### src/rtl/led_pkg.sv
// Shared types and defaults for the LED drive blocks.
package led_pkg;

    localparam int unsigned DEFAULT_WIDTH = 8;
    localparam int unsigned DEFAULT_STEP  = 1;

    typedef enum logic [1:0] {OFF, STATIC, RAMP_UP, RAMP_DOWN} pwm_state_t;

endpackage

### src/rtl/tick_edge_detect.sv
// Rising-edge detector for a divided clock sampled in the system clock domain.
module tick_edge_detect (
    input  logic clk_in,
    input  logic reset,
    input  logic tick_in,
    output logic tick_rise
);
    logic r_tick_q;

    always_ff @(posedge clk_in) begin
        if (reset) begin
            r_tick_q <= 1'b0;
        end else begin
            r_tick_q <= tick_in;
        end
    end

    assign tick_rise = tick_in & ~r_tick_q;

endmodule

### src/rtl/led_pwm_engine.sv
// Per-LED PWM engine: static or breathe brightness, advanced by rising edges of a divided clock.
// Define LED_PWM_GAMMA_EN to compare against a quadratic gamma curve of the level.
module led_pwm_engine
    import led_pkg::*;
#(
    parameter int unsigned WIDTH = DEFAULT_WIDTH,
    parameter int unsigned STEP  = DEFAULT_STEP
) (
    input  logic             clk_in,
    input  logic             reset,
    input  logic             sleep,
    input  logic             tick_in,
    input  logic             enable,
    input  logic             breathe,
    input  logic [WIDTH-1:0] duty,
    input  logic             duty_load,
    output logic             led_out,
    output logic             period_done,
    output logic [WIDTH-1:0] level_out
);
    typedef logic [WIDTH-1:0] lvl_t;
    typedef logic [WIDTH:0]   ext_t;

    localparam lvl_t CNT_LAST = ~lvl_t'(1);
    localparam lvl_t STEP_N   = lvl_t'(STEP);
    localparam ext_t STEP_W   = ext_t'(STEP);

    lvl_t       r_cnt;
    lvl_t       r_level;
    lvl_t       r_pending;
    lvl_t       r_level_out;
    pwm_state_t r_state;
    logic       r_led;
    logic       r_pd;

    logic       w_tick_rise;
    lvl_t       w_level_cmp;
    ext_t       w_up_sum;
    lvl_t       w_up_level;
    lvl_t       w_dn_level;
    lvl_t       w_wrap_level;
    pwm_state_t w_wrap_state;

    tick_edge_detect u_tick_edge_detect (
        .clk_in    (clk_in),
        .reset     (reset),
        .tick_in   (tick_in),
        .tick_rise (w_tick_rise)
    );

`ifdef LED_PWM_GAMMA_EN
    logic [2*WIDTH-1:0] w_sq;
    lvl_t               w_sq_unused_lo;

    assign w_sq = {{WIDTH{1'b0}}, r_level} * {{WIDTH{1'b0}}, r_level}
                + {{WIDTH{1'b0}}, r_level};
    assign {w_level_cmp, w_sq_unused_lo} = w_sq;
`else
    assign w_level_cmp = r_level;
`endif

    // Ramp arithmetic is done one bit wider so the level saturates instead of wrapping.
    assign w_up_sum   = {1'b0, r_level} + STEP_W;
    assign w_up_level = (w_up_sum > {1'b0, r_pending}) ? r_pending : w_up_sum[WIDTH-1:0];
    assign w_dn_level = ({1'b0, r_level} > STEP_W) ? (r_level - STEP_N) : '0;

    always_comb begin
        w_wrap_level = r_level;
        w_wrap_state = r_state;
        case (r_state)
            STATIC: begin
                if (breathe) begin
                    w_wrap_state = (r_level != '0) ? RAMP_DOWN : RAMP_UP;
                end else begin
                    w_wrap_level = r_pending;
                end
            end
            RAMP_UP: begin
                if (!breathe) begin
                    w_wrap_state = STATIC;
                    w_wrap_level = r_pending;
                end else begin
                    w_wrap_level = w_up_level;
                    if ((w_up_level == r_pending) && (r_pending != '0)) begin
                        w_wrap_state = RAMP_DOWN;
                    end
                end
            end
            RAMP_DOWN: begin
                if (!breathe) begin
                    w_wrap_state = STATIC;
                    w_wrap_level = r_pending;
                end else begin
                    w_wrap_level = w_dn_level;
                    if (w_dn_level == '0) begin
                        w_wrap_state = RAMP_UP;
                    end
                end
            end
            default: ;
        endcase
    end

    always_ff @(posedge clk_in) begin
        if (reset) begin
            r_cnt       <= '0;
            r_level     <= '0;
            r_pending   <= '0;
            r_level_out <= '0;
            r_state     <= OFF;
            r_led       <= 1'b0;
            r_pd        <= 1'b0;
        end else begin
            // Pending is captured even while asleep; a wrap in this cycle still uses the old value.
            if (duty_load) begin
                r_pending <= duty;
            end
            r_level_out <= r_level;
            if (sleep) begin
                r_led <= 1'b0;
                r_pd  <= 1'b0;
            end else begin
                r_led <= enable & (r_cnt < w_level_cmp);
                r_pd  <= 1'b0;
                if (!enable) begin
                    r_state <= OFF;
                    r_cnt   <= '0;
                    r_level <= r_pending;
                end else begin
                    case (r_state)
                        OFF: begin
                            r_cnt   <= '0;
                            r_level <= r_pending;
                            r_state <= breathe ? RAMP_UP : STATIC;
                        end
                        default: begin
                            if (w_tick_rise) begin
                                if (r_cnt == CNT_LAST) begin
                                    r_cnt   <= '0;
                                    r_pd    <= 1'b1;
                                    r_level <= w_wrap_level;
                                    r_state <= w_wrap_state;
                                end else begin
                                    r_cnt <= r_cnt + 1'b1;
                                end
                            end
                        end
                    endcase
                end
            end
        end
    end

    assign led_out     = r_led;
    assign period_done = r_pd;
    assign level_out   = r_level_out;

endmodule

### config.mk
export PLATFORM = sky130hd
export DESIGN_NAME = led_pwm_engine
export DESIGN_NICKNAME = d
export VERILOG_FILES = /design/src/rtl/led_pkg.sv /design/src/rtl/tick_edge_detect.sv /design/src/rtl/led_pwm_engine.sv
export SDC_FILE = /design/constraint.sdc
export NUM_CORES = 1
export LEC_CHECK = 0
export ABC_CLOCK_PERIOD_IN_PS = 4300
export CAP_MARGIN = 20
export CORE_MARGIN = 3
export CORE_UTILIZATION = 40
export CTS_CLUSTER_SIZE = 12
export DETAILED_ROUTE_END_ITERATION = 10
export PLACE_DENSITY = 0.66
export SYNTH_ARGS = -nofsm -noshare
export SYNTH_HDL_FRONTEND = slang
export SYNTH_SLANG_ARGS = --single-unit
### constraint.sdc
create_clock -name clk_in -period 4.3 [get_ports clk_in]
set_clock_uncertainty 0.05 [all_clocks]
set_input_delay 1.075 -clock clk_in [delete_from_list [all_inputs] [get_ports clk_in]]
set_output_delay 1.075 -clock clk_in [all_outputs]
set_load 0.02 [all_outputs]
* Word-level counts from Yosys, hierarchy flattened
Index checks and enable logic that the tools add are counted.
** Cells by class
- Reductions and logical operators :: 10
- Eq/ne operators :: 12
- $add $sub $neg :: 3
- Multiplexer cells :: 27
- Bitwise logic cells :: 6
- Magnitude comparators :: 3
** Operator list (count)
- 8-bit two-way mux :: 13
- 8-bit case mux with 3 select lines :: 1
- 2-bit two-way mux :: 10
- 8-bit nonzero test :: 2
- 5-bit inequality test (second input constant) :: 2
- 8-bit by 1-bit adder with 9-bit output (second input constant) :: 1
- 9-bit by 8-bit greater-than comparator with 1-bit output :: 1
- 8-bit by 1-bit adder with 8-bit output (second input constant) :: 1
- 8-bit == test :: 1
- 8-bit == test (second input constant) :: 1
- 8-bit by 1-bit greater-than comparator with 1-bit output (second input constant) :: 1
- 8-bit zero test :: 1
- 8-bit less-than comparator :: 1
- 4-bit inequality test (second input constant) :: 2
- 8-bit by 1-bit subtractor with 8-bit output (second input constant) :: 1
- 7-bit AND reduction :: 1
- 3-bit by 1-bit inequality test with 1-bit output (second input constant) :: 2
- 2-bit case mux with 3 select lines :: 1
- 5-bit by 1-bit inequality test with 1-bit output (second input constant) :: 1
- 5-bit AND reduction :: 1
- 5-bit OR reduction :: 1
- 2-bit == test (second input constant) :: 2
- 1-bit inverter :: 4
- 1-bit bitwise AND :: 2
- other kinds (6) :: 7
** Word-level totals
- Input port bits :: 15
- Output and inout port bits :: 10
- Bits in registers :: 37

* Depth between registers and ports, before layout
- Depth in word-level cells :: 12
- Mapped depth :: 14
- Depth with buffers taken out :: 13

* Cells and area by module
A second synthesis with hierarchy kept.
** Unflattened totals
- Cells, all modules :: 319
- Area, all modules :: 2581.2 um2
** By module, submodules not included
- led_pwm_engine :: times used 1, cells an instance 316, area each 2533.7 um2
- tick_edge_detect :: times used 1, cells an instance 3, area each 47.5 um2

* Least setup slack after synthesis
Ideal clock, no wire load.
- Path kind :: reg-to-reg
- Start :: register r_level[1]
- End :: register r_level[4]
- Setup time :: 0.135 ns
- Data arrival time :: 3.101 ns
- Path buffers :: 1
- Cell stages (with the launch flop) :: 15
- Slack :: 1.014 ns
- Cells stage by stage :: dfxtp_1 -> ha_1 -> clkbuf_1 -> nand2_1 -> nor2_1 -> xnor2_1 -> inv_1 -> ha_1 -> and3_1 -> nand4_1 -> a32o_1 -> nor3b_4 -> mux2_1 -> a221oi_1 -> a2111oi_2
** On the way
- Word-level cells in the longest chain between the ends :: 9
** Ends and longest elaborated chain
- start, declared :: RTL line led_pwm_engine.sv:29 : lvl_t r_level;
- start signal, assigned :: RTL line led_pwm_engine.sv:128 : r_level <= r_pending;
- start signal, assigned :: RTL line led_pwm_engine.sv:133 : r_level <= r_pending;
- start signal, assigned :: RTL line led_pwm_engine.sv:141 : r_level <= w_wrap_level;
- 8-bit by 1-bit adder with 9-bit output :: RTL line led_pwm_engine.sv:63 : assign w_up_sum = {1'b0, r_level} + STEP_W;
- 9-bit by 8-bit greater-than comparator with 1-bit output :: RTL line led_pwm_engine.sv:64 : assign w_up_level = (w_up_sum > {1'b0, r_pending}) ? r_pending : w_up_sum[WIDTH-1:0];
- 8-bit two-way mux :: RTL line led_pwm_engine.sv:64
- 8-bit two-way mux :: RTL line led_pwm_engine.sv:79 : if (!breathe) begin
- 8-bit case mux with 3 select lines * :: RTL line led_pwm_engine.sv:70 : case (r_state)
- 8-bit two-way mux * :: RTL line led_pwm_engine.sv:138 : if (r_cnt == CNT_LAST) begin
- 8-bit two-way mux * :: RTL line led_pwm_engine.sv:137 : if (w_tick_rise) begin
- 8-bit two-way mux * :: RTL line led_pwm_engine.sv:130 : case (r_state)
- 8-bit two-way mux * :: RTL line led_pwm_engine.sv:125 : if (!enable) begin
Mark *: on every way between the ends. The rest lies on a longest branch, timed or not. The select of a mux whose other input is x is not followed.
A chain may end at the register's enable or synchronous reset.

* Final worst setup path
- Start :: register r_level[0]
- End :: register r_level[5]
The elaborated chain is that of the path after synthesis.

==> metrics.yaml <==
global_routing:
  grt-ovfl-total: 0
  grt_pass1_wl_um: 11300
  grt_use_total: 0.185
  grt_pass1_vias: 2249
  grt_max_degree: 34
  antenna_found_initial: 0
timing:
  worst_slew_pin_slew_ps: 632
  fin_tns_setup_ps: 0
  finalMaxSlewViolations: 0
  hold_slack_ps: 489
  maxSlewHeadroom: 0.573
  hold_viol: 0
  fin_crit_ps: 3820
  clock.fmax_ghz: 0.262
  finalSetupViolations: 0
  rsz0062_at_grt: "no"
  fin_crit_sh: 0.888
run:
  maxCapViolations: 0
yosys:
  syn_nets: 357
  synthesis.area_mm2: 0.00267
  syn_avg_cell_area_um2: 8.31
  ys.flop_type: "dfxtp_1"
  synth_edf_count: 0
  ys_ff_latch: 37
  async_flop_share: 0
  yosys_warnings: 0
  yosysUniqueCellTypes: 57
  ys_seq_area_frac: 0.278
  syn_inst: 321
cells_and_area:
  final_layout_size_suffix_gt1_frac: 0.0740
  syn2layout_area_growth_pct: 14.7
  multi_input_area_mm2: 0.00176
  final_area_mm2: 0.00306
  fin_util: 0.477
  antenna_cells: 0
  instances_no_fill: 415
  fillCellCount: 623
  regArea_um2: 741
  nNetsFinal: 373
worst_setup_path:
  worst-path-stages: 13
  r2r_end: "r_level[5]"
  reg2reg_depth: 13
  crit_required_ps: 4410
  arrival_ps: 3930
  crit_buf_inv: 1
  crit_start: "r_level[0]"
  cpMaxStageDelayCell: "dfxtp_1"
  worstSetupStartpointType: "register"
  timing.rr.start: "r_level[0]"
  worstPathCellList: "ha_1 > nand2_1 > nor2_1 > xnor2_1 > inv_1 > ha_1 > and3_1 > nand4_1 > a32o_1 > nor3b_4 > mux2_1 > a221oi_1 > a2111oi_2"
  path_max_fanout: 13
  rrSetupSlack_ps: 480
  worst_setup_path_end_kind: "register"
  cp-endpoint: "r_level[5]"
  crit_type: "register to register"
  cpMostUsedCell: "ha_1"
  critPathTopFamily: "simple AND/OR/NAND/NOR gates"
  cp_slowest_stage_delay_ps: 640
status:
  status: "completed"
worst_hold_path:
  hp-class: "register to register"
power_and_ir_drop:
  p_seq_frac: 0.387
  p_leak_nw: 1.15
  combinationalPowerShare: 0.293
  intPower_mw: 0.687
  peakVddDrop_mv: 0.163
  p_sw_mw: 0.329
  switching_share: 0.324
  pwr-share-clk: 0.320
  p_per_area_mw_per_mm2: 332
placed_design:
  post-dp-hpwl_um: 4910
  numPlacedInstances: 407
  placed_cell_area_mm2: 0.00294
  gp_congestion: 0.899
  io_buffers: 24
clock_network:
  clk_pin_slew_ps: 80
  cts.sinks: 37
  ctsLongestPathBuffers: 2
  clkLatencyLatePin_ps: 300
  cts.repair.resized: 0
  cts_made_buffers: 5
  root_buffer: "clkbuf_8"
  ctsHtreeMaxLevel: 2
  ctsHoldBuffers: 0
  post_cts_buffers: 0
  cts_tree: "done"
floorplanning:
  coreArea_mm2: 0.00642
  die_w_um: 87.7
  die_height_um: 87.7
  rows: 29
  start_util: 0.416
  io_pins: 25
  design.die.area_mm2: 0.00769
route:
  firstDrtPassIters: 6
  wl_per_cell_um: 16.0
  drtIter0Drc: 190
  drcViolationCount: 0
  antenna_left: 0
  vias: 2440
  routed_wl_um: 6630
  via_per_inst: 5.88
worst min-delay path: cells and delay by family (launching register included):
| family | cells | cell delay [ps] |
|---|---|---|
| AO/OA/AOI/OAI | 2 | 150 |
| flip-flops | 1 | 350 |
state kept, by name, indices dropped and copies added, names as in the netlist:
register                     cells
r_pending                        8
led_out                          1
r_level                          8
r_state                          2
r_cnt                            8
level_out                        8
period_done                      1
u_tick_edge_detect.r_tick_q      1
power groups by stage:
stage / Clock, mW / Combinational [mW] / Sequential [mW]
after floorplan: 0 / 0.231 / 0.388
after global placement: 0 / 0.293 / 0.400
after detailed placement: 0 / 0.293 / 0.401
after CTS: 0.333 / 0.296 / 0.393
after global routing: 0.350 / 0.331 / 0.397
final: 0.325 / 0.298 / 0.394
logic make-up after synthesis:
family	after synthesis	share of synthesized area
and+or+nand+nor	111	0.218
AOI/OAI and AO/OA	76	0.216
buffers and inverters	40	0.0647
DFF	37	0.278
xor gates and xnor gates	22	0.0722
adders and majority gates	21	0.0985
muxes	14	0.0539
cells in the mapped netlist, drive strengths merged, types with 9 or more instances:
| library cell | instances | area share |
|---|---|---|
| mux2i | 11 | 0.041 |
| clkbuf | 9 | 0.013 |
| o21ai | 14 | 0.026 |
| nor2 | 39 | 0.055 |
| dfxtp | 37 | 0.28 |
| a21oi | 16 | 0.034 |
| ha | 21 | 0.098 |
| buf | 10 | 0.022 |
| inv | 19 | 0.027 |
| xnor2 | 13 | 0.043 |
| nand2 | 15 | 0.022 |
| xor2 | 9 | 0.030 |
| nor4 | 10 | 0.026 |
| nand3 | 10 | 0.021 |
area by class of cell:
type | instances | area share
sequential | 37 | 0.242
multi-input combinational | 244 | 0.573
clock inverter | 2 | 0.0123
clock buffer | 6 | 0.0270
timing repair buffer | 28 | 0.0883
tap | 77 | 0.0315
inverter | 21 | 0.0257
per-stage QoR:
stage,total power [mW],setup WS (ps)
after floorplan,0.619,1010
after global placement,0.694,606
after detailed placement,0.694,537
after CTS,1.02,533
after global routing,1.08,209
final,1.02,482
placed cells by master, fill, tap and decap left out, drive strengths merged, types with 5 or more instances in the layout:
cell type      instances
a211oi                 6
a2111oi                5
dfxtp                 37
a21oi                 16
clkbuf                 6
nand2                 15
xnor2                 13
ha                    21
inv                   19
nor2                  39
mux2i                 11
clkdlybuf4s50         24
nand4                  5
a221oi                 5
xor2                   9
nor4                  10
nor3                   6
o21ai                 14
nand2b                 6
nand3                 10
per-layer routing:
layer | up-vias | part of all wire | routed length, um | GRT usage
li1 | 1204 | - | - | -
met1 | 1128 | 0.49 | 3280 | 0.273
met2 | 98 | 0.43 | 2830 | 0.273
met3 | 10 | 0.064 | 423 | 0.0329
met4 | 0 | 0.016 | 103 | 0.0572
met5 | - | 0 | 0 | 0
worst min-delay path by stage:
stage	slack (ps)	startpoint	cells after the start	to
after floorplan	430	r_cnt[7]	2	r_cnt[7]
after global placement	460	r_cnt[7]	2	r_cnt[7]
after detailed placement	480	r_cnt[7]	2	r_cnt[7]
after CTS	490	r_cnt[7]	2	r_cnt[7]
after global routing	540	r_cnt[5]	2	r_cnt[5]
final	490	r_cnt[7]	2	r_cnt[7]
No activity file was read; power rests on OpenSTA's default activity.
